## src/rtl/idivmod_pkg.sv

```systemverilog
// Shared types and helpers for the iterative divide/modulo unit.
// Arithmetic helpers work on 64-bit values; callers cast to WIDTH.
package idivmod_pkg;

  localparam int DEF_WIDTH = 32;

  typedef enum logic [1:0] {
    S_IDLE,
    S_PREP,
    S_LOOP,
    S_FIX
  } state_t;

  function automatic logic [63:0] neg_w(
    input logic [63:0] x
  );
    return ~x + 64'd1;
  endfunction

  function automatic logic [63:0] abs_w(
    input logic [63:0] x,
    input logic [5:0]  msb
  );
    return x[msb] ? neg_w(x) : x;
  endfunction

endpackage

```

## src/rtl/idiv_step.sv

```systemverilog
// One radix-2 restoring step: shift in a bit, trial-subtract.
// The compare is done on WIDTH+1 bits so the shifted carry is kept.
module idiv_step #(
  parameter int WIDTH = 32
) (
  input  logic [WIDTH-1:0] r,
  input  logic             nbit,
  input  logic [WIDTH-1:0] d,
  output logic [WIDTH-1:0] r_nxt,
  output logic             q_bit
);

  logic [WIDTH:0] rp;

  // trial subtraction; result always fits WIDTH bits since r < d
  always_comb begin
    rp    = {r, nbit};
    q_bit = (rp >= {1'b0, d});
    r_nxt = q_bit ? WIDTH'(rp - {1'b0, d})
                  : rp[WIDTH-1:0];
  end

endmodule

```

## src/rtl/idivmod_seq.sv

```systemverilog
// Fixed-latency signed/unsigned divider with rq/ack handshake.
// Zero and overflow cases run the full loop and override at FIX.
module idivmod_seq
  import idivmod_pkg::*;
#(
  parameter int WIDTH = DEF_WIDTH,
  parameter int CNT_W = $clog2(WIDTH + 1)
) (
  input  logic             clk,
  input  logic             reset,
  input  logic             rq,
  input  logic             signed_mode,
  input  logic [WIDTH-1:0] dividend,
  input  logic [WIDTH-1:0] divisor,
  output logic             busy,
  output logic             ack,
  output logic [WIDTH-1:0] div_out,
  output logic [WIDTH-1:0] div_mod,
  output logic             dz,
  output logic             ovf
);

  localparam logic [5:0] MSB = 6'(WIDTH - 1);
  localparam logic [WIDTH-1:0] MIN_V =
    {1'b1, {(WIDTH-1){1'b0}}};

  state_t state, state_nxt;

  logic [WIDTH-1:0] a_q, b_q, b_abs;
  logic [WIDTH-1:0] sreg, q, r;
  logic [CNT_W-1:0] cnt;
  logic             sm_q, neg_q, neg_r;
  logic             zero, ovf_c;

  logic [WIDTH-1:0] a_abs_c, b_abs_c;
  logic [WIDTH-1:0] r_nxt;
  logic             q_bit;
  logic [WIDTH-1:0] fix_q, fix_r;
  logic             fix_dz, fix_ovf;

  idiv_step #(.WIDTH(WIDTH)) u_step (
    .r     (r),
    .nbit  (sreg[WIDTH-1]),
    .d     (b_abs),
    .r_nxt (r_nxt),
    .q_bit (q_bit)
  );

  // operand magnitudes for the PREP cycle
  always_comb begin
    a_abs_c = sm_q ? WIDTH'(abs_w(64'(a_q), MSB)) : a_q;
    b_abs_c = sm_q ? WIDTH'(abs_w(64'(b_q), MSB)) : b_q;
  end

  // state register
  always_ff @(posedge clk) begin
    if (reset) state <= S_IDLE;
    else       state <= state_nxt;
  end

  // next-state logic
  always_comb begin
    state_nxt = state;
    unique case (state)
      S_IDLE: if (rq) state_nxt = S_PREP;
      S_PREP: state_nxt = S_LOOP;
      S_LOOP: if (cnt == CNT_W'(1)) state_nxt = S_FIX;
      S_FIX:  state_nxt = S_IDLE;
      default: state_nxt = S_IDLE;
    endcase
  end

  // final result selection, sign fix-up and special cases
  always_comb begin
    fix_q   = '0;
    fix_r   = '0;
    fix_dz  = 1'b0;
    fix_ovf = 1'b0;
    unique case (1'b1)
      zero: begin
        fix_q  = '1;
        fix_r  = a_q;
        fix_dz = 1'b1;
      end
      ovf_c: begin
        fix_q   = MIN_V;
        fix_ovf = 1'b1;
      end
      default: begin
        fix_q = neg_q ? WIDTH'(neg_w(64'(q))) : q;
        fix_r = neg_r ? WIDTH'(neg_w(64'(r))) : r;
      end
    endcase
  end

  // datapath and registered outputs
  always_ff @(posedge clk) begin
    if (reset) begin
      a_q     <= '0;
      b_q     <= '0;
      b_abs   <= '0;
      sreg    <= '0;
      q       <= '0;
      r       <= '0;
      cnt     <= '0;
      sm_q    <= 1'b0;
      neg_q   <= 1'b0;
      neg_r   <= 1'b0;
      zero    <= 1'b0;
      ovf_c   <= 1'b0;
      busy    <= 1'b0;
      ack     <= 1'b0;
      div_out <= '0;
      div_mod <= '0;
      dz      <= 1'b0;
      ovf     <= 1'b0;
    end else begin
      ack <= 1'b0;
      unique case (state)
        S_IDLE: if (rq) begin
          a_q  <= dividend;
          b_q  <= divisor;
          sm_q <= signed_mode;
          busy <= 1'b1;
        end
        S_PREP: begin
          b_abs <= b_abs_c;
          sreg  <= a_abs_c;
          q     <= '0;
          r     <= '0;
          cnt   <= CNT_W'(WIDTH);
          neg_q <= sm_q & (a_q[WIDTH-1] ^ b_q[WIDTH-1]);
          neg_r <= sm_q & a_q[WIDTH-1];
          zero  <= (b_q == '0);
          ovf_c <= sm_q && (a_q == MIN_V) && (b_q == '1);
        end
        S_LOOP: begin
          r    <= r_nxt;
          sreg <= {sreg[WIDTH-2:0], 1'b0};
          q    <= {q[WIDTH-2:0], q_bit};
          cnt  <= cnt - CNT_W'(1);
        end
        S_FIX: begin
          div_out <= fix_q;
          div_mod <= fix_r;
          dz      <= fix_dz;
          ovf     <= fix_ovf;
          ack     <= 1'b1;
          busy    <= 1'b0;
        end
        default: ;
      endcase
    end
  end

endmodule

```

## config.mk

```make
export PLATFORM = sky130hd
export DESIGN_NAME = idivmod_seq
export DESIGN_NICKNAME = d
export VERILOG_FILES = /design/src/rtl/idivmod_pkg.sv /design/src/rtl/idiv_step.sv /design/src/rtl/idivmod_seq.sv
export SDC_FILE = /design/constraint.sdc
export NUM_CORES = 1
export LEC_CHECK = 0
export BUFFER_PORTS_ARGS = -buffer_cell sky130_fd_sc_hd__buf_2
export CELL_PAD_IN_SITES_DETAIL_PLACEMENT = 1
export CELL_PAD_IN_SITES_GLOBAL_PLACEMENT = 2
export CORE_ASPECT_RATIO = 1.4
export CORE_MARGIN = 1
export CORE_UTILIZATION = 36
export CTS_CLUSTER_DIAMETER = 200
export DETAILED_ROUTE_END_ITERATION = 8
export PLACE_DENSITY = 0.91
export SLEW_MARGIN = 15
export SYNTH_ARGS = -nofsm -noshare
export SYNTH_HDL_FRONTEND = slang
export SYNTH_SLANG_ARGS = --single-unit
export TNS_END_PERCENT = 30
```

## constraint.sdc

```tcl
create_clock -name clk -period 3.2 [get_ports clk]
set_input_delay 0 -clock clk [delete_from_list [all_inputs] [get_ports clk]]
set_output_delay 0 -clock clk [all_outputs]
set_load 0.03 [all_outputs]
```

Word-level counts from Yosys, hierarchy flattened
Cells that the tools add are included.
Widths: inputs -> output; s select.

storage, ports and cells
  register bits after elaboration = 273
  latch bits = 0
  RAM bits = 0
  bits in read-only memories = 0
  input port bits = 68
  word-level logic and storage cells = 71
  memories = 0

operators by class
  $add $sub $neg = 6
  multiply operators = 0
  divide/modulo/power cells = 0
  order comparisons = 1
  equal/unequal tests = 8
  shift operators = 0
  multiplexer cells = 21
  bitwise gates (word level) = 7
  reduce and logical (&&, ||, !) cells = 9

operators with widths
  cell                   number
  $pmux 32 s2            5
  $mux 32                7
  $add 32x1->32 const B  4
  $not 32->32            4
  $eq 32x32->1 const B   2
  $ge 33x32->1           1
  $logic_not 32->1       1
  $sub 32x32->32         1
  $pmux 6 s2             1
  $pmux 2 s4             1
  $eq 6x1->1 const B     1
  $reduce_and 2->1       3
  $sub 6x1->6 const B    1
  $eq 2x2->1 const B     2
  $mux 1                 4
  $mux 2                 2
  $ne 2x2->1 const B     2
  $reduce_bool 2->1      2
  $and 1x1->1            2
  $eq 2x1->1 const B     1
  $logic_and 1x1->1      2
  $logic_not 2->1        1
  $pmux 1 s2             1
  $xor 1x1->1            1

Logic depth before layout (Yosys ltp)
Gate-level depths: netlist (run 1).

  word-level depth = 5
  gate-level depth with buffers = 13

Cells and area by module
From an unflattened synthesis (run 1), not the netlist that was laid out.

second synthesis, totals
  cells, all modules = 1941
  area, all modules = 15602.5 sq um

by module, submodules not included
  module       instances  cells an instance  area an instance (sq um)  seq. area each (sq um)
  idivmod_seq  1          1623               13231.4                   5465.2
  idiv_step    1          318                2371.0                    0.0

Worst setup path after synthesis (run 1)
No wires, ideal clock.

  kind = reg-to-reg
  start = register r[5]
  end = register r[6]
  arrival time = 2.749 ns
  required time = 3.071 ns
  slack = 0.322 ns
  cell stages (with the launch flop) = 12
  cells stage by stage = dfxtp_1 > ha_1 > a211oi_1 > o21bai_1 > a22oi_1 > and3_1 > o41ai_2 > a2111oi_2 > buf_2 > buf_2 > mux2i_1 > o21ai_0

on the way
  cells in the longest elaborated chain, start to end = 3
  elaborated cells between the ends (all ways) = 4
  classes of those cells = add/sub: 1; order compare: 1; mux: 2

ends and longest elaborated chain
  what                                                   line                              RTL
  from (decl)                                            idivmod_seq.sv:30                 logic [WIDTH-1:0] sreg, q, r;
  from (signal assigned)                                 idivmod_seq.sv:138                r <= r_nxt;
  $sub 32x32->32 / $ge 33x32->1 (equally long branches)  idiv_step.sv:19, idiv_step.sv:18
  $mux 32 *                                              idiv_step.sv:19                   r_nxt = q_bit ? WIDTH'(rp - {1'b0, d})
  $pmux 32 s2 *                                          idivmod_seq.sv:119                unique case (state)

Every way passes the cells marked *; elsewhere a longest branch is shown, timed or not.
A chain may end at the register's enable or synchronous reset.

Worst setup path in the final report (run 1)
  start = register sreg[31]
  end = register r[20]

on the way
  cells in the longest elaborated chain, start to end = 3
  elaborated cells between the ends (all ways) = 4
  classes of those cells = add/sub: 1; order compare: 1; mux: 2

ends and longest elaborated chain
  what                                                   line                              RTL
  from (decl)                                            idivmod_seq.sv:30
  from (signal assigned)                                 idivmod_seq.sv:128                sreg <= a_abs_c;
  from (signal assigned)                                 idivmod_seq.sv:139                sreg <= {sreg[WIDTH-2:0], 1'b0};
  $sub 32x32->32 / $ge 33x32->1 (equally long branches)  idiv_step.sv:19, idiv_step.sv:18
  $mux 32 *                                              idiv_step.sv:19
  $pmux 32 s2 *                                          idivmod_seq.sv:119

Marks and branches as above.

==> flow_metrics.env, run 1 <==
export IMPL_ys_ff_latch=273
export IMPL_cts_root_buf="clkbuf_16"
export IMPL_min_path_cells=4
export IMPL_fin_util=0.447
export IMPL_synth_cells=1885
export IMPL_grt_pass1_wl_um=84800
export IMPL_clock_sinks=273
export IMPL_power_uw=14200
export IMPL_required_ps=3690
export IMPL_clock_latency_ps=570
export IMPL_grt_pass1_vias=15600
export IMPL_area_delta_synth_final_pct=22.0
export IMPL_switchingPower_uw=5840
export IMPL_clockPowerShare=0.261
export IMPL_clk_path_buf_depth=3
export IMPL_clock_skew_ps=9.49
export IMPL_core_um2=40400
export IMPL_synthMostInstantiatedCell="nand2_1"
export IMPL_worstPathMaxFanout=4
export IMPL_start_util=0.366
export IMPL_r2r_end="r[20]"
export IMPL_drv_slew=0
export IMPL_fmaxAchievable_mhz=330
export IMPL_maxCapViolations=0
export IMPL_yosys_area_top_type="dfxtp_1"
export IMPL_min_delay_start="divisor[5]"
export IMPL_p_sw_frac=0.412
export IMPL_clk_pin_slew_worst_paths_ps=60
export IMPL_syn_nets=1997
export IMPL_ys_top_cells_by_count="282 x nand2_1, 273 x dfxtp_1, 180 x a21oi_1"
export IMPL_worstMarginPinSlew_ps=1090
export IMPL_die_w_um=173
export IMPL_chipHeight_um=242
export IMPL_drive_above_1_share=0.138
export IMPL_critPathMaxStageDelay_ps=390
export IMPL_synth_ff_type="dfxtp_1"
export IMPL_postCtsSetupRepairBufs=0
export IMPL_antenna_left=0
export IMPL_dp_cells=2489
export IMPL_ios=136
export IMPL_status="completed"
export IMPL_min_to="b_q[5]"
export IMPL_gp_congestion=0.885
export IMPL_drc=0
export IMPL_cpMaxStageDelayCell="fa_1"
export IMPL_firstDrtPassIters=5
export IMPL_pwr_share_seq=0.305
export IMPL_ys_types=73
export IMPL_avgViaCountPerCell=5.60
export IMPL_layout_cells_non_filler=2623
export IMPL_grt_ovfl_total=0
export IMPL_synthArstFlopShare=0
export IMPL_synth_top_area_frac=0.369
export IMPL_routedWlPerCell_um=20.3
export IMPL_fin_crit_ps=3030
export IMPL_drt_wl_total_um=53300
export IMPL_finalSetupViolCount=0
export IMPL_synth_warning_count=0
export IMPL_vias=14700
export IMPL_rows=87
export IMPL_endpoint_kind="flip-flop"
export IMPL_crit_cells=12
export IMPL_crit_path_frequent_cell="inv_1"
export IMPL_power_per_cell_area_nw_per_um2=786
export IMPL_critPathLaunchType="flip-flop"
export IMPL_worstReg2RegStart="sreg[31]"
export IMPL_p_int_uw=8350
export IMPL_tritoncts="done"
export IMPL_peakVddDrop_mv=0.351
export IMPL_numPortBuffers=135
export IMPL_antenna_found_initial=2
export IMPL_crit_type="reg2reg"
export IMPL_crit_path_cell_trace="inv_1 -> ha_2 -> inv_1 -> fa_1 -> a21o_1 -> a31o_2 -> a211o_1 -> a2111oi_2 -> buf_4 -> o41ai_1 -> or3_1 -> o21ai_0"
export IMPL_first_iter_violations=818
export IMPL_hold_viol_final=0
export IMPL_max_slew_margin_rel=0.273
export IMPL_cp_buffers_inverters=3
export IMPL_cts_htree_levels=1
export IMPL_syn_area_um2=14800
export IMPL_cts_made_buffers=30
export IMPL_reg2reg_depth=12
export IMPL_grt_usage=0.251
export IMPL_cpLargestDelayFamily="compound AO/OA/AOI/OAI gates"
export IMPL_dieArea_um2=41900
export IMPL_leakage_uw=0.00731
export IMPL_post_route_period_util=0.946
export IMPL_synth_area_per_cell_um2=7.85
export IMPL_synth_enable_flop_cells=0
export IMPL_hpwlAfterDp_um=38600
export IMPL_synth_area_leaders="dfxtp_1 37%, nand2_1 7.2%, a21oi_1 6.1%"
export IMPL_crit_arrival_ps=3510
export IMPL_min_path_type="in2reg"
export IMPL_r2r_setup_slack_ps=170
export IMPL_synth_seq_area_share=0.369
export IMPL_power_frac_comb=0.434
export IMPL_grt_max_degree=84
export IMPL_fin_nets=2176
what timing repair did:
action	in CTS	in global routing
resized for setup	0	6
hold buffers	77	0
hold endpoints to repair	114	0
setup endpoints to repair	0	10
layout by cell type (no fill, tap or decap), drive strengths merged, types with 9 or more instances in the layout:
cell and instances:
inv 62, and3 17, o31ai 35, nor3 24
and2 10, or4 12, nor4 19, ha 43
xnor2 60, xor2 85, nand4 23, clkbuf 43
a32oi 12, a211oi 29, nor2 165, a22oi 22
a21oi 180, nand2b 12, or3 18, o22ai 47
a222oi 9, o41ai 22, nand2 282, nand3 57
buf 206, mux2i 47, dfxtp 273, a21o 11
dlygate4sd3 77, o21ai 97
worst min-delay path, stage by stage:
cell and delay (ps):
dlygate4sd3_1 520, buf_2 120, nand2_1 40, a21oi_1 50
layout make-up:
type,count,area [um2]
Fill cell,4884,22300
Timing Repair Buffer,283,2000
Antenna cell,2,5.00
Inverter,62,233
Sequential cell,273,5470
Multi-Input combinational cell,1414,8630
Tap cell,534,668
Clock buffer,43,891
Clock inverter,12,168
logic make-up (layout without fill, tap and decap cells):
group	count (synthesis)	after routing	share of synthesized area
and+or+nand+nor	658	658	0.201
AOI/OAI and AO/OA	520	520	0.224
DFF	273	273	0.369
buffers and inverters	198	400	0.0509
xor gates and xnor gates	145	145	0.0858
muxes	47	47	0.0318
adders and majority gates	44	44	0.0377
other	0	2	0
routing by layer:
metal	vias to the layer above	global-route usage	part of all wire
met3	147	0.0245	0.026
met2	294	0.477	0.53
met4	0	0.158	0.068
met5	-	0	0
met1	7198	0.260	0.38
li1	7048	-	-
power by group through the flow:
stage / clock [uW] / combinational (uW) / sequential (uW)
global route: 3900 / 6740 / 4380
CTS: 3760 / 6100 / 4320
detailed placement: 0 / 5970 / 4390
floorplan: 0 / 4140 / 4270
global placement: 0 / 5860 / 4370
finish: 3700 / 6160 / 4330
state kept, by name, indices dropped and copies added, names as in the netlist:
| name | cells |
|---|---|
| div_out | 32 |
| neg_q | 1 |
| div_mod | 32 |
| b_abs | 32 |
| sm_q | 1 |
| r | 32 |
| neg_r | 1 |
| ack | 1 |
| sreg | 32 |
| zero | 1 |
| q | 32 |
| busy | 1 |
| ovf_c | 1 |
| a_q | 32 |
| b_q | 32 |
| state | 2 |
| cnt | 6 |
| dz | 1 |
| ovf | 1 |
metrics by stage:
step | TNS, ps | hold WS [ps] | instance area, um2 | setup WS, ps
2_1_floorplan | 0 | 136 | 14800 | 322
3_3_place_gp | 0 | 247 | 16200 | 164
3_5_place_dp | 0 | 248 | 16200 | 144
4_1_cts | 0 | 198 | 18000 | 114
5_1_grt | -13.1 | 225 | 18100 | -7.51
6_report | 0 | 214 | 18100 | 174
worst max path at each step:
stage | from | end | slack, ps
3_3_place_gp | r[5] | r[31] | 160
3_5_place_dp | r[5] | r[31] | 140
2_1_floorplan | r[5] | r[6] | 320
4_1_cts | sreg[31] | r[24] | 110
5_1_grt | sreg[31] | r[28] | -8
6_report | sreg[31] | r[20] | 170
Power figures use the tool's default switching activity.
==> inputs of run 2 (changes only) <==
--- a/config.mk
+++ b/config.mk
@@ -8,12 +8,11 @@
 export BUFFER_PORTS_ARGS = -buffer_cell sky130_fd_sc_hd__buf_2
 export CELL_PAD_IN_SITES_DETAIL_PLACEMENT = 1
 export CELL_PAD_IN_SITES_GLOBAL_PLACEMENT = 2
-export CORE_ASPECT_RATIO = 1.4
-export CORE_MARGIN = 1
+export CORE_MARGIN = 8
 export CORE_UTILIZATION = 36
 export CTS_CLUSTER_DIAMETER = 200
 export DETAILED_ROUTE_END_ITERATION = 8
-export PLACE_DENSITY = 0.91
+export PLACE_DENSITY = 0.77
 export SLEW_MARGIN = 15
 export SYNTH_ARGS = -nofsm -noshare
 export SYNTH_HDL_FRONTEND = slang
==> run 2 against run 1 <==
Net effect:
- non-clock buffer count fell by 3
- sequential cell count did not move
- critical path depth fell by 3
- critical endpoint unchanged
- clock power rose by 11%
- global-route usage fell by 2.6 points
- first-iteration DRC count rose by 11%
- worst setup slack improved by 14 ps
- sequential power barely moved
- die area rose by 14%
- utilization fell by 0.16 points
==> flow_metrics.env, run 2 (synthesized netlist as in run 1, its figures left out) <==
export IMPL_status="completed"
export IMPL_chipHeight_um=219
export IMPL_fin_nets=2178
export IMPL_antenna_found_initial=0
export IMPL_hpwlAfterDp_um=39700
export IMPL_required_ps=3670
export IMPL_drc=0
export IMPL_critPathMaxStageDelay_ps=450
export IMPL_power_per_cell_area_nw_per_um2=799
export IMPL_max_slew_margin_rel=0.360
export IMPL_vias=14500
export IMPL_gp_congestion=0.867
export IMPL_cts_htree_levels=2
export IMPL_switchingPower_uw=5980
export IMPL_endpoint_kind="flip-flop"
export IMPL_worstMarginPinSlew_ps=960
export IMPL_antenna_left=0
export IMPL_cts_made_buffers=35
export IMPL_dieArea_um2=47800
export IMPL_drv_slew=0
export IMPL_drive_above_1_share=0.142
export IMPL_drt_wl_total_um=54500
export IMPL_clockPowerShare=0.284
export IMPL_numPortBuffers=135
export IMPL_critPathLaunchType="flip-flop"
export IMPL_rsz0062_at_grt="no"
export IMPL_maxCapViolations=0
export IMPL_crit_type="reg2reg"
export IMPL_crit_arrival_ps=3480
export IMPL_area_delta_synth_final_pct=22.7
export IMPL_grt_max_degree=89
export IMPL_crit_path_cell_trace="ha_1 -> nand3_1 -> nor4_1 -> a41oi_1 -> a21boi_0 -> a2111oi_4 -> buf_12 -> or3_1 -> o21ai_1"
export IMPL_first_iter_violations=910
export IMPL_min_path_type="in2reg"
export IMPL_grt_usage=0.224
export IMPL_routedWlPerCell_um=20.8
export IMPL_p_int_uw=8530
export IMPL_core_um2=40700
export IMPL_clock_skew_ps=23.3
export IMPL_power_frac_comb=0.418
export IMPL_layout_cells_non_filler=2622
export IMPL_worst_slack_ps=188
export IMPL_avgViaCountPerCell=5.55
export IMPL_clk_pin_slew_worst_paths_ps=60
export IMPL_hold_viol_final=0
export IMPL_grt_pass1_vias=14800
export IMPL_layout_common_cells="281 x nand2_1, 273 x dfxtp_1, 180 x a21oi_1"
export IMPL_cts_root_buf="clkbuf_16"
export IMPL_final_common_cell="nand2_1"
export IMPL_leakage_uw=0.00737
export IMPL_clk_path_buf_depth=3
export IMPL_fin_util=0.446
export IMPL_firstDrtPassIters=6
export IMPL_setup_tns_ps=0
export IMPL_final_area_um2=18200
export IMPL_num_antenna_cells=0
export IMPL_start_util=0.363
export IMPL_grt_pass1_wl_um=86000
export IMPL_dp_cells=2492
export IMPL_tritoncts="done"
export IMPL_clock_sinks=273
export IMPL_worstPathMaxFanout=39
export IMPL_fin_crit_ps=3010
export IMPL_ios=136
export IMPL_dp_slack_ps=130
export IMPL_grt_ovfl_total=0
export IMPL_clock_latency_ps=560
export IMPL_fmaxAchievable_mhz=332
export IMPL_cpMaxStageDelayCell="ha_1"
export IMPL_post_route_period_util=0.941
export IMPL_peakVddDrop_mv=0.539
export IMPL_finalSetupViolCount=0
export IMPL_pwr_share_seq=0.298
export IMPL_place_area_um2=16300
export IMPL_die_w_um=219
export IMPL_p_sw_frac=0.412
export IMPL_rows=74
==> run 2: changes by cell type in the layout (fill, tap and decap cells not counted), sizes merged <==
cell / change
clkinv: +1
diode: -2
buf: +5
dlygate4sd3: -8
bufinv: -1
clkbuf: +4
inv: +2
==> run 2: metal layers <==
metal  wire length (um)  global-route usage  vias to the layer above
li1                   -                   -                     7053
met1              24800               0.295                     7146
met2              25800               0.375                      268
met3               2440              0.0350                       75
met4               1490              0.0672                        0
met5                  0                   0                        -
==> run 2: power by group through the flow <==
stage               logic, uW  clock network (uW)  registers (uW)
finish                   6060                4120            4320
global route             6670                4360            4380
CTS                      6030                4230            4330
detailed placement       5930                   0            4390
global placement         5840                   0            4380
floorplan                4140                   0            4270
==> run 2: path summary, 6_finish.rpt <==
kind | startpoint | to | slack (ps) | depth (start not counted)
worst min-delay path | divisor[11] | b_q[11] | 230 | 4
worst max register to register | r[18] | r[20] | 190 | 9
worst min register to register | sreg[22] | sreg[22] | 470 | 2
worst max-delay path | r[18] | r[20] | 190 | 9
==> run 2: critical path: cells and delay by family (launching register included) <==
kind | cells | cell delay, ps
AND/OR/NAND/NOR | 3 | 1090
AO/OA/AOI/OAI | 4 | 770
adder cells (fa/ha/maj) | 1 | 450
flip-flops | 1 | 360
buffers and inverters | 1 | 210
==> run 2: timing repair <==
action	CTS	global route
resized for setup	0	5
setup endpoints to repair	0	10
endpoints found under the hold margin	109	0
buffers inserted	0	0
hold buffers	69	0
==> run 2: through the flow <==
| stage | hold WS [ps] | power [uW] |
|---|---|---|
| 2_1_floorplan | 136 | 8410 |
| 3_3_place_gp | 240 | 10200 |
| 3_5_place_dp | 248 | 10300 |
| 4_1_cts | 170 | 14600 |
| 5_1_grt | 217 | 15400 |
| 6_report | 229 | 14500 |
==> run 2: final cells by class <==
class                           count  area [um2]
Tap cell                          532         666
Multi-Input combinational cell   1414        8630
Clock buffer                       47        1010
Clock inverter                     14         178
Sequential cell                   273        5470
Fill cell                        4905       22600
Inverter                           62         233
Timing Repair Buffer              280        1970
==> inputs of run 3 (changes only) <==
--- a/config.mk
+++ b/config.mk
@@ -5,11 +5,12 @@
 export SDC_FILE = /design/constraint.sdc
 export NUM_CORES = 1
 export LEC_CHECK = 0
+export ABC_AREA = 1
 export BUFFER_PORTS_ARGS = -buffer_cell sky130_fd_sc_hd__buf_2
 export CELL_PAD_IN_SITES_DETAIL_PLACEMENT = 1
 export CELL_PAD_IN_SITES_GLOBAL_PLACEMENT = 2
 export CORE_MARGIN = 8
-export CORE_UTILIZATION = 36
+export CORE_UTILIZATION = 33
 export CTS_CLUSTER_DIAMETER = 200
 export DETAILED_ROUTE_END_ITERATION = 8
 export PLACE_DENSITY = 0.77
==> run 3 against run 2 <==
Net effect:
- synthesized area is 10% higher
- register-to-register slack better by 150 ps
- critical path type unchanged
- sequential cell count stayed put
- first-iteration DRC count is 21% higher
- die area is 19% higher
==> flow_metrics.env, run 3 <==
export IMPL_status="completed"
export IMPL_clock_latency_ps=550
export IMPL_rows=81
export IMPL_dieArea_um2=56800
export IMPL_cts_resized_gates=0
export IMPL_synthArstFlopShare=0
export IMPL_routedWlPerCell_um=19.7
export IMPL_tritoncts="done"
export IMPL_drc=0
export IMPL_cts_root_buf="clkbuf_16"
export IMPL_crit_path_cell_trace="ha_1 -> nand2_1 -> inv_1 -> a21oi_1 -> nand2_1 -> nand2_1 -> nand3_2 -> nor2_8 -> nand2_8 -> nand2_4 -> nand2_1 -> nand2_1 -> a21oi_1"
export IMPL_die_w_um=238
export IMPL_endpoint_kind="flip-flop"
export IMPL_hpwlAfterDp_um=52100
export IMPL_cp_buffers_inverters=1
export IMPL_synth_warning_count=0
export IMPL_antenna_found_initial=5
export IMPL_grt_pass1_vias=17900
export IMPL_syn_nets=2696
export IMPL_vias=17700
export IMPL_core_um2=48800
export IMPL_clock_skew_ps=13.0
export IMPL_synth_area_leaders="dfxtp_1 33%, nand2_1 15%, a21oi_1 7.7%"
export IMPL_start_util=0.334
export IMPL_antenna_left=0
export IMPL_fin_crit_ps=2870
export IMPL_cpMaxStageDelayCell="dfxtp_1"
export IMPL_fin_nets=2864
export IMPL_num_antenna_cells=0
export IMPL_ys_top_cells_by_count="670 x nand2_1, 328 x inv_1, 273 x dfxtp_1"
export IMPL_synth_ff_type="dfxtp_1"
export IMPL_critPathMaxStageDelay_ps=640
export IMPL_ios=136
export IMPL_clock_sinks=273
export IMPL_syn_area_um2=16300
export IMPL_cts_htree_levels=2
export IMPL_worstPathMaxFanout=33
export IMPL_peakVddDrop_mv=0.454
export IMPL_power_per_cell_area_nw_per_um2=891
export IMPL_area_delta_synth_final_pct=19.6
export IMPL_synthMostInstantiatedCell="nand2_1"
export IMPL_first_iter_violations=1103
export IMPL_yosys_area_top_type="dfxtp_1"
export IMPL_setup_tns_ps=0
export IMPL_gp_congestion=0.910
export IMPL_post_route_period_util=0.896
export IMPL_ys_ff_latch=273
export IMPL_grt_max_degree=95
export IMPL_whs_ps=235
export IMPL_maxCapViolations=0
export IMPL_synth_enable_flop_cells=0
export IMPL_busiest_layer="met2"
export IMPL_min_path_type="in2reg"
export IMPL_cpLargestDelayFamily="simple AND/OR/NAND/NOR gates"
export IMPL_leakage_uw=0.00895
export IMPL_clk_path_buf_depth=3
export IMPL_fin_util=0.400
export IMPL_avgViaCountPerCell=5.14
export IMPL_rsz0062_at_grt="no"
export IMPL_numPortBuffers=135
export IMPL_firstDrtPassIters=7
export IMPL_max_slew_margin_rel=0.271
export IMPL_grt_pass1_wl_um=105000
export IMPL_worstMarginPinSlew_ps=1080
export IMPL_crit_path_frequent_cell="nand2_1"
export IMPL_grt_usage=0.233
export IMPL_synth_top_area_frac=0.335
export IMPL_dp_slack_ps=362
export IMPL_globalRouteMet3Util=0.0378
export IMPL_critPathLaunchType="flip-flop"
export IMPL_crit_arrival_ps=3250
export IMPL_chipHeight_um=238
export IMPL_ys_types=48
export IMPL_synth_area_per_cell_um2=6.32
export IMPL_synth_seq_area_share=0.335
export IMPL_final_common_cell="nand2_1"
export IMPL_synth_cells=2584
export IMPL_grt_use_met2=0.377
export IMPL_grt_ovfl_total=0
export IMPL_drive_above_1_share=0.0970
export IMPL_clk_pin_slew_worst_paths_ps=60
export IMPL_finalSetupViolCount=0
export IMPL_final_area_um2=19500
export IMPL_cts_made_buffers=35
export IMPL_place_area_um2=17600
export IMPL_drt_wl_total_um=67600
export IMPL_fmaxAchievable_mhz=349
export IMPL_hold_viol_final=0
export IMPL_required_ps=3580
export IMPL_crit_type="reg2reg"
export IMPL_layout_common_cells="669 x nand2_1, 326 x inv_1, 273 x dfxtp_1"
export IMPL_grt_util_met1=0.316
export IMPL_drv_slew=0
export IMPL_worst_slack_ps=334
run 3: cell types whose count changed after synthesis, sizes merged, moves of 32 or more:
| cell | change |
|---|---|
| o31ai | -32 |
| nor2 | +62 |
| a21oi | +70 |
| xnor2 | -39 |
| nand2 | +396 |
| o21ai | +111 |
| xor2 | -76 |
| clkbuf | -38 |
| mux2i | -47 |
| inv | +273 |
| nand3 | +154 |
| o22ai | -36 |
run 3: tightest hold or removal path: cells and delay by family:
kind | cells | cell delay (ps)
AO/OA/AOI/OAI | 1 | 70
buffers and inverters | 2 | 600
AND/OR/NAND/NOR | 1 | 70
run 3: timing repair:
action	in CTS	in global routing
hold endpoints to repair	105	0
hold buffers	77	0
buffers inserted	0	0
run 3: power breakdown:
part / internal (uW) / switching, uW / leakage [uW]
Combinational: 2550 / 6330 / 0.00617
Sequential: 4000 / 536 / 0.00222
Clock: 2380 / 1600 / 0.000555
run 3: layer usage:
layer | wire [um] | part of all wire
met1 | 32500 | 0.48
met2 | 30400 | 0.45
met3 | 2960 | 0.044
met4 | 1810 | 0.027
met5 | 0 | 0
run 3: final cells by class:
class | count | area [um2]
Multi-Input combinational cell | 1859 | 9100
Fill cell | 6425 | 29300
Timing Repair Buffer | 244 | 1730
Clock inverter | 7 | 104
Sequential cell | 273 | 5470
Clock buffer | 51 | 1030
Inverter | 339 | 1270
Tap cell | 664 | 831
run 3: cells by family (layout without fill, tap and decap cells):
family,Yosys count,after routing,share of synthesized area
buf+inv,452,641,0.108
simple gates,1239,1239,0.326
xor+xnor,30,30,0.0161
flops,273,273,0.335
compound gates,546,546,0.180
fa+ha+maj,44,44,0.0342
run 3: stage by stage:
stage                     std cells  total power [uW]
after global placement         3302             13200
after CTS                      3437             17500
final                          3437             17400
after global routing           3437             18700
after floorplan                2584             10500
after detailed placement       3302             13300
run 3: path summary, 6_finish.rpt:
kind	end	cells past startpoint	slack (ps)	from
worst max-delay path	r[30]	13	330	r[22]
worst min-delay path	b_q[20]	4	230	divisor[20]
worst max register to register	r[30]	13	330	r[22]
worst min register to register	sreg[0]	2	460	a_q[0]
